===== src/rtl/adder_pkg.sv =====
// Shared types and sizing helpers for the adder post-processing blocks.
package adder_pkg;

   localparam int BITWIDTH_DEF = 8;

   typedef enum logic {
      ACC  = 1'b0,
      HOLD = 1'b1
   } acc_state_e;

   // Accumulator width: one sample plus enough headroom for a full window.
   function automatic int acc_w(input int bitwidth, input int window);
      return bitwidth + 1 + $clog2(window);
   endfunction

endpackage


===== src/rtl/adder_acc_if.sv =====
// Sample input and result output handshake of the windowed accumulator.
interface adder_acc_if
   import adder_pkg::*;
#(
   parameter int BITWIDTH = BITWIDTH_DEF,
   parameter int WINDOW   = 16
);
   localparam int ACCW = acc_w(BITWIDTH, WINDOW);

   logic            iEn;
   logic            iClr;
   logic            iValid;
   logic [BITWIDTH:0] iData;
   logic            oReady;
   logic            iReady;
   logic            oValid;
   logic [ACCW-1:0] oData;
   logic [BITWIDTH:0] oMean;

   modport master (
      output iEn, iClr, iValid, iData, iReady,
      input  oReady, oValid, oData, oMean
   );

   modport slave (
      input  iEn, iClr, iValid, iData, iReady,
      output oReady, oValid, oData, oMean
   );

endinterface


===== src/rtl/adder_acc_win_counter.sv =====
// Sample counter for one window; oLast flags the final sample slot.
module win_counter #(
   parameter int WINDOW = 16
) (
   input  logic iClk,
   input  logic iRst,
   input  logic iEn,
   input  logic iClr,
   output logic oLast
);
   localparam int CW = $clog2(WINDOW);

   logic [CW-1:0] cnt;

   // WINDOW is a power of two, so the natural wrap returns to zero after the last slot.
   always_ff @(posedge iClk) begin
      if (iRst || iClr) begin
         cnt <= '0;
      end else if (iEn) begin
         cnt <= cnt + CW'(1);
      end
   end

   assign oLast = (cnt == CW'(WINDOW - 1));

endmodule


===== src/rtl/adder_acc.sv =====
// Windowed accumulator: sums WINDOW accepted samples and holds sum and mean until taken.
module adder_acc
   import adder_pkg::*;
#(
   parameter int BITWIDTH = BITWIDTH_DEF,
   parameter int WINDOW   = 16
) (
   input  logic       iClk,
   input  logic       iRst,
   adder_acc_if.slave bus
);
   localparam int ACCW = acc_w(BITWIDTH, WINDOW);
   localparam int LOGW = $clog2(WINDOW);

   if ((WINDOW < 2) || ((WINDOW & (WINDOW - 1)) != 0)) begin : g_window_check
      $error("adder_acc: WINDOW must be a power of two and >= 2");
   end

   // Mean is a plain truncating shift; the window sum always fits the sample width afterwards.
   function automatic logic [BITWIDTH:0] win_mean(input logic [ACCW-1:0] sum);
      logic [ACCW-1:0] shifted;
      shifted = sum >> LOGW;
      return shifted[BITWIDTH:0];
   endfunction

   acc_state_e        state;
   logic [ACCW-1:0]   acc;
   logic [ACCW-1:0]   sum_next;
   logic [ACCW-1:0]   data_q;
   logic [BITWIDTH:0] mean_q;
   logic              valid_q;
   logic              ready;
   logic              accept;
   logic              last;

   assign ready    = (state == ACC) && bus.iEn && !bus.iClr;
   assign accept   = bus.iValid && ready;
   assign sum_next = acc + ACCW'(bus.iData);

   win_counter #(
      .WINDOW (WINDOW)
   ) u_win_counter (
      .iClk  (iClk),
      .iRst  (iRst),
      .iEn   (accept),
      .iClr  (bus.iClr),
      .oLast (last)
   );

   always_ff @(posedge iClk) begin
      if (iRst) begin
         state   <= ACC;
         acc     <= '0;
         valid_q <= 1'b0;
         data_q  <= '0;
         mean_q  <= '0;
      end else if (bus.iClr) begin
         // Clear discards the window and any pending result but keeps the last outputs visible.
         state   <= ACC;
         acc     <= '0;
         valid_q <= 1'b0;
      end else if (bus.iEn) begin
         case (state)
            ACC: begin
               if (accept) begin
                  if (last) begin
                     data_q  <= sum_next;
                     mean_q  <= win_mean(sum_next);
                     acc     <= '0;
                     valid_q <= 1'b1;
                     state   <= HOLD;
                  end else begin
                     acc <= sum_next;
                  end
               end
            end
            HOLD: begin
               if (bus.iReady && valid_q) begin
                  valid_q <= 1'b0;
                  state   <= ACC;
               end
            end
            default: state <= ACC;
         endcase
      end
   end

   assign bus.oReady = ready;
   assign bus.oValid = valid_q;
   assign bus.oData  = data_q;
   assign bus.oMean  = mean_q;

endmodule


===== src/flat_wrapper.sv =====
// flat-port wrapper written by rule: the top's interface ports become plain ports
module adder_acc_flat import adder_pkg::*;
#(
   parameter int BITWIDTH = BITWIDTH_DEF,
   parameter int WINDOW   = 16
)
  (iClk, iRst, bus_iEn, bus_iClr, bus_iValid, bus_iData, bus_iReady, bus_oReady, bus_oValid, bus_oData, bus_oMean);
  adder_acc_if #(.BITWIDTH(BITWIDTH), .WINDOW(WINDOW)) bus_i ();
  input  logic iClk;
  input  logic iRst;
  input wire logic [$bits(bus_i.iEn)-1:0] bus_iEn;
  input wire logic [$bits(bus_i.iClr)-1:0] bus_iClr;
  input wire logic [$bits(bus_i.iValid)-1:0] bus_iValid;
  input wire logic [$bits(bus_i.iData)-1:0] bus_iData;
  input wire logic [$bits(bus_i.iReady)-1:0] bus_iReady;
  output wire logic [$bits(bus_i.oReady)-1:0] bus_oReady;
  output wire logic [$bits(bus_i.oValid)-1:0] bus_oValid;
  output wire logic [$bits(bus_i.oData)-1:0] bus_oData;
  output wire logic [$bits(bus_i.oMean)-1:0] bus_oMean;
  assign bus_i.iEn = bus_iEn;
  assign bus_i.iClr = bus_iClr;
  assign bus_i.iValid = bus_iValid;
  assign bus_i.iData = bus_iData;
  assign bus_i.iReady = bus_iReady;
  assign bus_oReady = bus_i.oReady;
  assign bus_oValid = bus_i.oValid;
  assign bus_oData = bus_i.oData;
  assign bus_oMean = bus_i.oMean;
  adder_acc #(.BITWIDTH(BITWIDTH), .WINDOW(WINDOW)) u_core (.iClk(iClk), .iRst(iRst), .bus(bus_i));
endmodule

===== config.mk =====
export PLATFORM = sky130hd
export DESIGN_NAME = adder_acc_flat
export DESIGN_NICKNAME = d
export VERILOG_FILES = /design/src/rtl/adder_pkg.sv /design/src/rtl/adder_acc_if.sv /design/src/rtl/adder_acc_win_counter.sv /design/src/rtl/adder_acc.sv /design/src/flat_wrapper.sv
export SDC_FILE = /design/constraint.sdc
export NUM_CORES = 1
export LEC_CHECK = 0
export CORE_MARGIN = 2
export CORE_UTILIZATION = 55
export CTS_CLUSTER_SIZE = 20
export DETAILED_ROUTE_END_ITERATION = 8
export PLACE_DENSITY = 0.88
export SETUP_SLACK_MARGIN = 0.4
export SLEW_MARGIN = 20
export SYNTH_ARGS = -nofsm -noshare
export SYNTH_HDL_FRONTEND = slang
export SYNTH_SLANG_ARGS = --single-unit

===== constraint.sdc =====
create_clock -name iClk -period 5.4 [get_ports iClk]
set_input_delay 1.08 -clock iClk [delete_from_list [all_inputs] [get_ports iClk]]
set_output_delay 1.08 -clock iClk [all_outputs]
set_load 0.01 [all_outputs]

==> results of run 1 <==
## where the power goes
group	internal, W	switching [W]
Clock	0.0000478	0.0000786
Sequential	0.000238	0.00000186
Combinational	0.0000217	0.0000246
## critical path: stages
cell	delay (ns)
clkdlybuf4s50_1	0.51
nor3b_2	0.21
clkdlybuf4s50_1	0.56
## state kept, by name, indices dropped and copies added (netlist names)
name and flops:
u_core.acc 13, u_core.bus.oData 4, u_core.bus.oMean 9, u_core.bus.oValid 1, u_core.state 1, u_core.u_win_counter.cnt 4
## kinds of logic (layout without fill, tap and decap cells)
group	after synthesis	after routing	share of synthesized area
simple gates	84	84	0.244
compound gates	58	58	0.211
flops	32	32	0.346
buf+inv	21	46	0.0731
fa+ha+maj	11	11	0.0785
xor+xnor	10	10	0.0474
## final cells by class
class	instances	area, sq um
clock inverters	1	5.00
flip-flops and latches	32	641
repair buffers	38	380
well taps	46	57.6
fillers	273	1080
inverters	1	3.75
clock buffers	6	41.3
multi-input cells	163	1080
## routing by layer
metal | part of all wire | vias up | wire [microns] | GRT usage
met3 | 0.049 | 5 | 179 | 0.0621
met5 | 0 | - | 0 | 0
li1 | - | 819 | - | -
met2 | 0.44 | 38 | 1640 | 0.327
met4 | 0.015 | 0 | 57 | 0.0699
met1 | 0.49 | 735 | 1810 | 0.302
## synth_stat cells, types with 2 or more instances
cell / n / area (sq um)
nand2_1: 24 / 90.1
xor2_1: 4 / 35.0
buf_6: 2 / 22.5
ha_1: 10 / 125
or3_1: 3 / 18.8
buf_2: 3 / 15.0
a21oi_1: 21 / 105
a22oi_1: 2 / 15.0
a31oi_1: 2 / 12.5
o21ai_1: 2 / 10.0
a22o_1: 2 / 17.5
buf_4: 10 / 75.1
nor3_1: 4 / 20.0
and2_1: 2 / 12.5
xnor2_1: 6 / 52.6
nand4_1: 3 / 18.8
o21ai_0: 6 / 30.0
nor3b_1: 3 / 22.5
nand3_1: 10 / 50.1
nor3b_2: 2 / 25.0
a211oi_2: 2 / 25.0
a211oi_1: 2 / 15.0
nand2b_1: 2 / 12.5
a21o_1: 6 / 45.0
o21a_1: 2 / 15.0
nand3_2: 2 / 20.0
a311oi_1: 2 / 17.5
dfxtp_1: 32 / 641
nand3b_1: 4 / 30.0
clkbuf_1: 5 / 18.8
nor2_1: 17 / 63.8
## path summary, 6_finish.rpt
check        slack [ns]           startpoint  cells after the start                   to
max reg2reg        3.24         u_core.state                      5  u_core.bus.oMean[3]
max                1.96              bus_iEn                      3           bus_oReady
min                0.46  u_core.bus.oData[1]                      2  u_core.bus.oData[1]
min reg2reg        0.46  u_core.bus.oData[1]                      2  u_core.bus.oData[1]
## metrics by stage
step | hold slack, ns | power [W]
after floorplan | 0.433 | 0.000274
after global placement | 0.443 | 0.000290
after detailed placement | 0.446 | 0.000291
after CTS | 0.459 | 0.000416
after global routing | 0.474 | 0.000434
final | 0.456 | 0.000412
==> out/metrics.csv, run 1 <==
stage,metric,value,unit
outcome,status,"finished, final reports clean",
drt,DRT iter0 DRCs,111,
clock_tree,clock sink count,32,
drt,wire length per cell,12.8,microns
timing,Setup TNS,0,ns
pwr,peak supply drop,0.126,mV
setup_path,CP Data Required Time,4.32,ns
drt,First-pass DRT Iterations,4,
cells_and_area,antenna cells,0,
timing,unrepaired setup endpoints after global routing,no,
setup_path,critical path arrival,2.36,ns
synth,"EDFF count, synth",0,
die,core area,3280,sq um
grt,vias in the first global route,1385,
clock_tree,# resized after CTS,0,
timing,Tcrit/Tclk final,0.637,
drt,DRC,0,
die,Die W,62.0,microns
setup_path,worst setup path class,in -> out,
grt,total congestion overflow,0,
synth,"Top FF cell, synth",dfxtp_1,
pwr,Leak,0.804,nW
timing,Final Critical Period,3.44,ns
die,Initial Util,0.563,
placed_design,dpl ws,1.72,ns
clock_tree,hold_buf cts,0,
placed_design,RePlAce Congestion,0.875,
cells_and_area,final instance area,2200,sq um
clock_tree,clk root buf,clkbuf_4,
drt,Post-Route WL,3.69,mm
placed_design,input/output buffers,38,
synth,post-synthesis sequential area ratio,0.346,
drt,vias per cell,5.56,
grt,largest net degree at the start of global routing,23,
drt,Vias,1597,
timing,Worst-Margin Slew,0.781,ns
clock_tree,clock buffer depth,2,
setup_path,CP Max Fanout,4,
grt,global-route wire length before repair,6.19,mm
synth,Post-Syn Area per Cell,8.56,sq um
timing,Slew headroom,0.478,
clock_tree,TritonCTS clock tree,built,
cells_and_area,Non-Filler Instances,287,
placed_design,Post-DP HPWL,2.72,mm
synth,Yosys cell types,50,
drt,Routed Antenna Nets,0,
timing,Final Setup Violations,0,
die,# IOs,39,
cells_and_area,layout cells sized above 1,0.0788,
placed_design,"Cell Area, Placed",2160,sq um
synth,post-synthesis register bit count,32,
placed_design,# placed instances,280,
timing,"Slew Viols, Final",0,
grt,initial antenna violation count,0,
timing,Final Hold Vio Count,0,
die,die area,3840,sq um
die,row count,21,
pwr,Pwr per Cell Area,187,nW/um^2
synth,Async SR Flop Fraction,0,
worst_hold_path,worst min-delay path category,reg -> reg,
synth,Syn Inst Count,216,
synth,Ys Warns,0,
run,Max-Cap Viols,0,
cells_and_area,area delta synth->final,19.2,%
clock_tree,Clock Latency Late Sink,0.34,ns
cells_and_area,most frequent standard cell in the layout excluding fill and tap cells,clkdlybuf4s50_1,
grt,GRT Util Overall,0.218,
die,Die Ht,62.0,microns
synth,synthesized cell area,1850,sq um
cells_and_area,Final #Nets,267,
clock_tree,clock slew at reported path FFs,0.09,ns
timing,fmax,291,MHz
clock_tree,Post-CTS Setup Inserts,0,
timing,clk_skew,0.00884,ns
setup_path,Setup crit start kind,input pin,
setup_path,crit end category,primary output,
clock_tree,H-tree Lvls,2,
synth,syn_nets,242,
cells_and_area,post-layout util,0.671,
timing,final worst slack,1.96,ns
clock_tree,CTS Buf Count,5,
cells_and_area,most frequent cells in the layout,"clkdlybuf4s50_1 (38), dfxtp_1 (32), nand2_1 (24)",
(Power assumes the default switching activity.)
==> run 2, diff against run 1 <==
--- a/config.mk
+++ b/config.mk
@@ -6,10 +6,10 @@
 export NUM_CORES = 1
 export LEC_CHECK = 0
 export CORE_MARGIN = 2
-export CORE_UTILIZATION = 55
+export CORE_UTILIZATION = 51
 export CTS_CLUSTER_SIZE = 20
 export DETAILED_ROUTE_END_ITERATION = 8
-export PLACE_DENSITY = 0.88
+export PLACE_DENSITY = 0.83
 export SETUP_SLACK_MARGIN = 0.4
 export SLEW_MARGIN = 20
 export SYNTH_ARGS = -nofsm -noshare
==> constraint.sdc (replaced) <==
create_clock -name iClk -period 3.6 [get_ports iClk]
set_input_delay 0.72 -clock iClk [delete_from_list [all_inputs] [get_ports iClk]]
set_output_delay 0.72 -clock iClk [all_outputs]
set_load 0.01 [all_outputs]
==> out/metrics.csv, run 2 (same netlist as run 1, synthesis figures left out) <==
stage,metric,value,unit,change
drt,met2 routed WL,1.75,mm,was 1.64 mm
setup_path,Max stage delay on crit path,0.56,ns,about the same
pwr,Leak,0.824,nW,was 0.804 nW
setup_path,Crit path max-delay family,buffers and inverters,,unchanged
cells_and_area,max reg flops,13,,unchanged
clock_tree,H-tree Lvls,2,,unchanged
pwr,clock share of power,0.302,,was 0.306
setup_path,worst path cell trace,clkdlybuf4s50_1 > nor3b_2 > clkdlybuf4s50_1,,unchanged
drt,met1 wire length,1.83,mm,was 1.81 mm
clock_tree,clk root buf,clkbuf_4,,unchanged
cells_and_area,Final #Nets,271,,was 267
pwr,Int Pwr,0.000462,W,was 0.000307 W
pwr,peak supply drop,0.195,mV,was 0.126 mV
drt,top sig layer,met4,,unchanged
cells_and_area,most frequent standard cell in the layout excluding fill and tap cells,clkdlybuf4s50_1,,unchanged
clock_tree,clock sink count,32,,unchanged
drt,DRC,0,,unchanged
clock_tree,clock buffer depth,2,,unchanged
die,Initial Util,0.541,,was 0.563
timing,Setup TNS,0,ns,unchanged
drt,met3 wire length,191,microns,was 179 microns
cells_and_area,layout cells sized above 1,0.0898,,was 0.0788
grt,initial antenna violation count,0,,unchanged
drt,First-pass DRT Iterations,4,,unchanged
run,Max-Cap Viols,0,,unchanged
grt,largest net degree at the start of global routing,22,,was 23
drt,DRT iter0 DRCs,102,,was 111
cells_and_area,Non-Filler Instances,291,,was 287
die,row count,21,,unchanged
clock_tree,TritonCTS clock tree,built,,unchanged
pwr,combinational fraction of design power,0.117,,was 0.112
timing,Final Hold Vio Count,0,,unchanged
timing,Tcrit/Tclk final,0.752,,
grt,total congestion overflow,0,,unchanged
pwr,register share of total power,0.582,,was 0.581
drt,Post-Route WL,3.84,mm,was 3.69 mm
drt,wire length per cell,13.2,microns,was 12.8 microns
cells_and_area,most frequent cells in the layout,"clkdlybuf4s50_1 (38), dfxtp_1 (32), nand2_1 (24)",,unchanged
grt,vias in the first global route,1480,,was 1385
die,# IOs,39,,unchanged
die,Die W,64.2,microns,was 62.0 microns
timing,Worst-Margin Slew,0.573,ns,was 0.781 ns
setup_path,CP Max Fanout,4,,unchanged
timing,clk_skew,0.00929,ns,was 0.00884 ns
clock_tree,clock slew at reported path FFs,0.09,ns,about the same
clock_tree,CTS Buf Count,5,,unchanged
die,die area,4120,sq um,was 3840 sq um
pwr,Pwr per Cell Area,277,nW/um^2,was 187 nW/um^2
setup_path,CP Data Required Time,2.88,ns,was 4.32 ns
clock_tree,Post-CTS Setup Inserts,0,,unchanged
setup_path,worst setup path class,in -> out,,unchanged
setup_path,critical path's slowest cell,clkdlybuf4s50_1,,unchanged
cells_and_area,antenna cells,0,,unchanged
timing,Final Setup Violations,0,,unchanged
placed_design,input/output buffers,38,,unchanged
die,core area,3420,sq um,was 3280 sq um
timing,unrepaired setup endpoints after global routing,no,,unchanged
clock_tree,Clock Latency Late Sink,0.34,ns,about the same
outcome,status,"finished, final reports clean",,unchanged
drt,Vias,1628,,was 1597
cells_and_area,largest register by flop count,u_core.acc,,unchanged
setup_path,Setup crit start kind,input pin,,unchanged
timing,"Slew Viols, Final",0,,unchanged
drt,Routed Antenna Nets,0,,unchanged
die,Die Ht,64.2,microns,was 62.0 microns
pwr,switching portion of total power,0.252,,was 0.255
drt,vias per cell,5.59,,was 5.56
clock_tree,hold_buf cts,0,,unchanged
timing,fmax,369,MHz,
setup_path,most frequent CP cell,clkdlybuf4s50_1,,unchanged
pwr,NetSw,0.000155,W,was 0.000105 W
grt,GRT Util Overall,0.208,,was 0.218
timing,Final Critical Period,2.71,ns,
setup_path,Buf/Inv on CP,2,,unchanged
setup_path,critical path arrival,1.99,ns,was 2.36 ns
grt,global-route wire length before repair,6.71,mm,was 6.19 mm
timing,hold slack,0.458,ns,was 0.456 ns
setup_path,crit end category,primary output,,unchanged
placed_design,RePlAce Congestion,0.892,,was 0.875
timing,Slew headroom,0.618,,was 0.478
worst_hold_path,worst min-delay path category,reg -> reg,,unchanged
clock_tree,# resized after CTS,0,,unchanged
cells_and_area,area delta synth->final,20.7,%,was 19.2%
cells_and_area,post-layout util,0.653,,was 0.671
placed_design,# placed instances,284,,was 280
placed_design,Post-DP HPWL,2.88,mm,was 2.72 mm
pwr,total power,0.000618,W,was 0.000412 W
[run 2: cell types whose count changed in the layout (fill, tap and decap cells not counted), sizes merged]
| cell | before | now |
|---|---|---|
| buf | 0 | 4 |
[run 2: path summary, 6_finish.rpt]
kind	start	end	slack, ns	cells past startpoint
hold reg to reg	u_core.bus.oData[2]	u_core.bus.oData[2]	0.46	2
setup / recovery	bus_iEn	bus_oReady	0.89	3
setup reg to reg	u_core.acc[0]	u_core.bus.oMean[2]	1.49	7
hold / removal	u_core.bus.oData[2]	u_core.bus.oData[2]	0.46	2
[run 2: layout make-up]
type	count	area (sq um)
well taps	46	57.6
clock inverters	1	5.00
fillers	301	1180
flip-flops and latches	32	641
clock buffers	6	41.3
inverters	1	3.75
multi-input cells	163	1070
repair buffers	42	410
[run 2: worst reg2reg max path, delay by kind of cell, from the launching register on]
family	cells	cell delay (ns)
AOI/OAI and AO/OA	4	0.97
adders and majority gates	2	0.64
DFF	1	0.32
and+or+nand+nor	1	0.09
[run 2: per-layer routing]
layer / up-vias / global-route usage
met5: - / 0
met4: 0 / 0.0878
met3: 8 / 0.0423
met2: 47 / 0.336
met1: 745 / 0.270
li1: 828 / -
[run 2: power by group through the flow]
stage	sequential, W	combinational (W)	clock [W]
2_1_floorplan	0.000366	0.0000447	0
3_3_place_gp	0.000368	0.0000701	0
3_5_place_dp	0.000368	0.0000712	0
4_1_cts	0.000359	0.0000717	0.000188
5_1_grt	0.000360	0.0000789	0.000212
6_report	0.000359	0.0000721	0.000186
[run 2: stage by stage]
step / setup slack (ns) / area, sq um
floorplan: 1.20 / 1850
global placement: 0.658 / 2190
detailed placement: 0.639 / 2190
CTS: 0.880 / 2230
global route: 0.794 / 2230
finish: 0.892 / 2230
==> run 3, diff against run 2 <==
--- a/config.mk
+++ b/config.mk
@@ -6,10 +6,10 @@
 export NUM_CORES = 1
 export LEC_CHECK = 0
 export CORE_MARGIN = 2
-export CORE_UTILIZATION = 51
+export CORE_UTILIZATION = 46
 export CTS_CLUSTER_SIZE = 20
 export DETAILED_ROUTE_END_ITERATION = 8
-export PLACE_DENSITY = 0.83
+export PLACE_DENSITY = 0.79
 export SETUP_SLACK_MARGIN = 0.4
 export SLEW_MARGIN = 20
 export SYNTH_ARGS = -nofsm -noshare
==> constraint.sdc (replaced) <==
create_clock -name iClk -period 2.3 [get_ports iClk]
set_input_delay 0.46 -clock iClk [delete_from_list [all_inputs] [get_ports iClk]]
set_output_delay 0.46 -clock iClk [all_outputs]
set_load 0.01 [all_outputs]
==> out/metrics.csv, run 3 (same netlist as run 1, synthesis figures left out) <==
stage,metric,value,unit,change
outcome,status,"finished, final reports clean",,unchanged
cells_and_area,most frequent cells in the layout,"dfxtp_1 (31), clkdlybuf4s50_1 (28), buf_4 (28)",,"was clkdlybuf4s50_1 (38), dfxtp_1 (32), nand2_1 (24)"
setup_path,CP Max Fanout,3,,was 4
placed_design,input/output buffers,38,,unchanged
drt,DRC,0,,unchanged
setup_path,R2R Setup Slk,0.34,ns,was 1.49 ns
timing,Slew headroom,0.714,,was 0.618
setup_path,Buf/Inv on CP,1,,was 2
grt,total congestion overflow,0,,unchanged
pwr,Pwr per Cell Area,489,nW/um^2,was 277 nW/um^2
cells_and_area,area delta synth->final,45.9,%,was 20.7%
drt,Routed Antenna Nets,0,,unchanged
clock_tree,CTS Buf Count,5,,unchanged
placed_design,Post-DP HPWL,3.15,mm,was 2.88 mm
timing,Final Critical Period,1.96,ns,
die,Initial Util,0.469,,was 0.541
clock_tree,clock sink count,32,,unchanged
setup_path,CP Data Required Time,2.51,ns,was 2.88 ns
clock_tree,clock buffer depth,2,,unchanged
setup_path,crit end category,register,,was primary output
setup_path,Max stage delay on crit path,0.38,ns,was 0.56 ns
setup_path,critical path's slowest cell,fa_2,,was clkdlybuf4s50_1
setup_path,worst path cell trace,ha_4 > fa_2 > a211oi_4 > buf_4 > nor3_4 > o221a_4 > nand2b_4 > a31oi_1,,was clkdlybuf4s50_1 > nor3b_2 > clkdlybuf4s50_1
clock_tree,H-tree Lvls,2,,unchanged
cells_and_area,antenna cells,0,,unchanged
die,# IOs,39,,unchanged
grt,largest net degree at the start of global routing,21,,was 22
setup_path,worst setup path class,reg -> reg,,was in -> out
timing,"Slew Viols, Final",0,,unchanged
timing,Tcrit/Tclk final,0.851,,
setup_path,critical path arrival,2.17,ns,was 1.99 ns
clock_tree,TritonCTS clock tree,built,,unchanged
grt,vias in the first global route,1612,,was 1480
drt,DRT iter0 DRCs,106,,was 102
drt,vias per cell,5.56,,was 5.59
cells_and_area,largest register by flop count,u_core.acc,,unchanged
pwr,Leak,1.04,nW,was 0.824 nW
clock_tree,hold_buf cts,0,,unchanged
drt,First-pass DRT Iterations,4,,unchanged
timing,clk_skew,0.00697,ns,was 0.00929 ns
setup_path,Crit path max-delay family,compound AO/OA/AOI/OAI gates,,was buffers and inverters
drt,Post-Route WL,4.78,mm,was 3.84 mm
drt,Vias,1780,,was 1628
run,Max-Cap Viols,0,,unchanged
placed_design,RePlAce Congestion,0.856,,was 0.892
cells_and_area,Non-Filler Instances,320,,was 291
worst_hold_path,worst min-delay path category,reg -> reg,,unchanged
cells_and_area,max reg flops,13,,unchanged
die,die area,4540,sq um,was 4120 sq um
cells_and_area,layout cells sized above 1,0.278,,was 0.0898
setup_path,Setup crit start kind,register,,was input pin
cells_and_area,most frequent standard cell in the layout excluding fill and tap cells,dfxtp_1,,was clkdlybuf4s50_1
pwr,peak supply drop,0.220,mV,was 0.195 mV
clock_tree,clock slew at reported path FFs,0.07,ns,was 0.09 ns
grt,GRT Util Overall,0.224,,was 0.208
cells_and_area,Final #Nets,295,,was 271
grt,initial antenna violation count,0,,unchanged
grt,global-route wire length before repair,7.65,mm,was 6.71 mm
timing,Final Hold Vio Count,0,,unchanged
drt,wire length per cell,14.9,microns,was 13.2 microns
timing,Final Setup Violations,0,,unchanged
timing,Worst-Margin Slew,0.428,ns,was 0.573 ns
die,Die Ht,67.4,microns,was 64.2 microns
die,row count,23,,was 21
clock_tree,Clock Latency Late Sink,0.29,ns,was 0.34 ns
clock_tree,clk root buf,clkbuf_8,,was clkbuf_4
placed_design,# placed instances,308,,was 284
die,core area,3940,sq um,was 3420 sq um
timing,unrepaired setup endpoints after global routing,yes,,was no
die,Die W,67.4,microns,was 64.2 microns
timing,fmax,511,MHz,
timing,Setup TNS,0,ns,unchanged
run 3: changes by cell type in the layout (fill, tap and decap cells not counted), sizes merged:
cell / previous run / this run
clkbuf: 6 / 8
buf: 4 / 29
clkinv: 1 / 0
dlymetal6s2s: 0 / 3
bufinv: 0 / 1
dlygate4sd2: 0 / 5
clkdlybuf4s50: 38 / 28
run 3: metrics by stage:
step | util | hold slack [ns] | instance area [sq um] | setup WS, ns | power [W]
floorplan | - | 0.436 | 1880 | 0.358 | 0.000645
global placement | 0.600 | 0.444 | 2370 | -0.238 | 0.000707
detailed placement | 0.600 | 0.447 | 2370 | -0.253 | 0.000708
CTS | 0.661 | 0.456 | 2610 | 0.300 | 0.00131
global route | 0.684 | 0.480 | 2700 | 0.301 | 0.00136
finish | 0.684 | 0.452 | 2700 | 0.344 | 0.00132
run 3: where the power goes:
group          switching (W)  total, W  internal, W
sequential        0.00000587  0.000565     0.000559
clock               0.000214  0.000596     0.000382
combinational      0.0000778  0.000159    0.0000812
total               0.000298   0.00132      0.00102
run 3: repair_timing:
action | CTS | global route
pin swaps | 14 | 11
resized for setup | 27 | 16
buffers inserted | 1 | 3
setup endpoints to repair | 19 | 19
run 3: path summary, 6_finish.rpt:
check,from,to,cells after the start
worst min-delay path,u_core.bus.oData[1],u_core.bus.oData[1],2
worst max register to register,u_core.acc[0],u_core.acc[10],8
worst min register to register,u_core.bus.oData[1],u_core.bus.oData[1],2
worst max-delay path,u_core.acc[0],u_core.acc[10],8
run 3: routing by layer:
layer / GRT usage / vias up / part of all wire
met5: 0 / - / 0
met1: 0.294 / 834 / 0.45
met3: 0.0283 / 10 / 0.053
met2: 0.361 / 60 / 0.48
met4: 0.110 / 0 / 0.023
li1: - / 876 / -
run 3: worst min-delay path, stage by stage, from the launching register on:
cell	delay (ns)
dfxtp_1	0.31
nand2_1	0.05
a21oi_1	0.05
run 3: final cells by class:
| class | count | area, sq um |
|---|---|---|
| timing repair buffer | 66 | 582 |
| sequential | 32 | 642 |
| clock buffer | 7 | 96.3 |
| fill | 297 | 1240 |
| clock inverter | 1 | 30.0 |
| tap | 50 | 62.6 |
| multi-input combinational | 163 | 1280 |
| inverter | 1 | 3.75 |
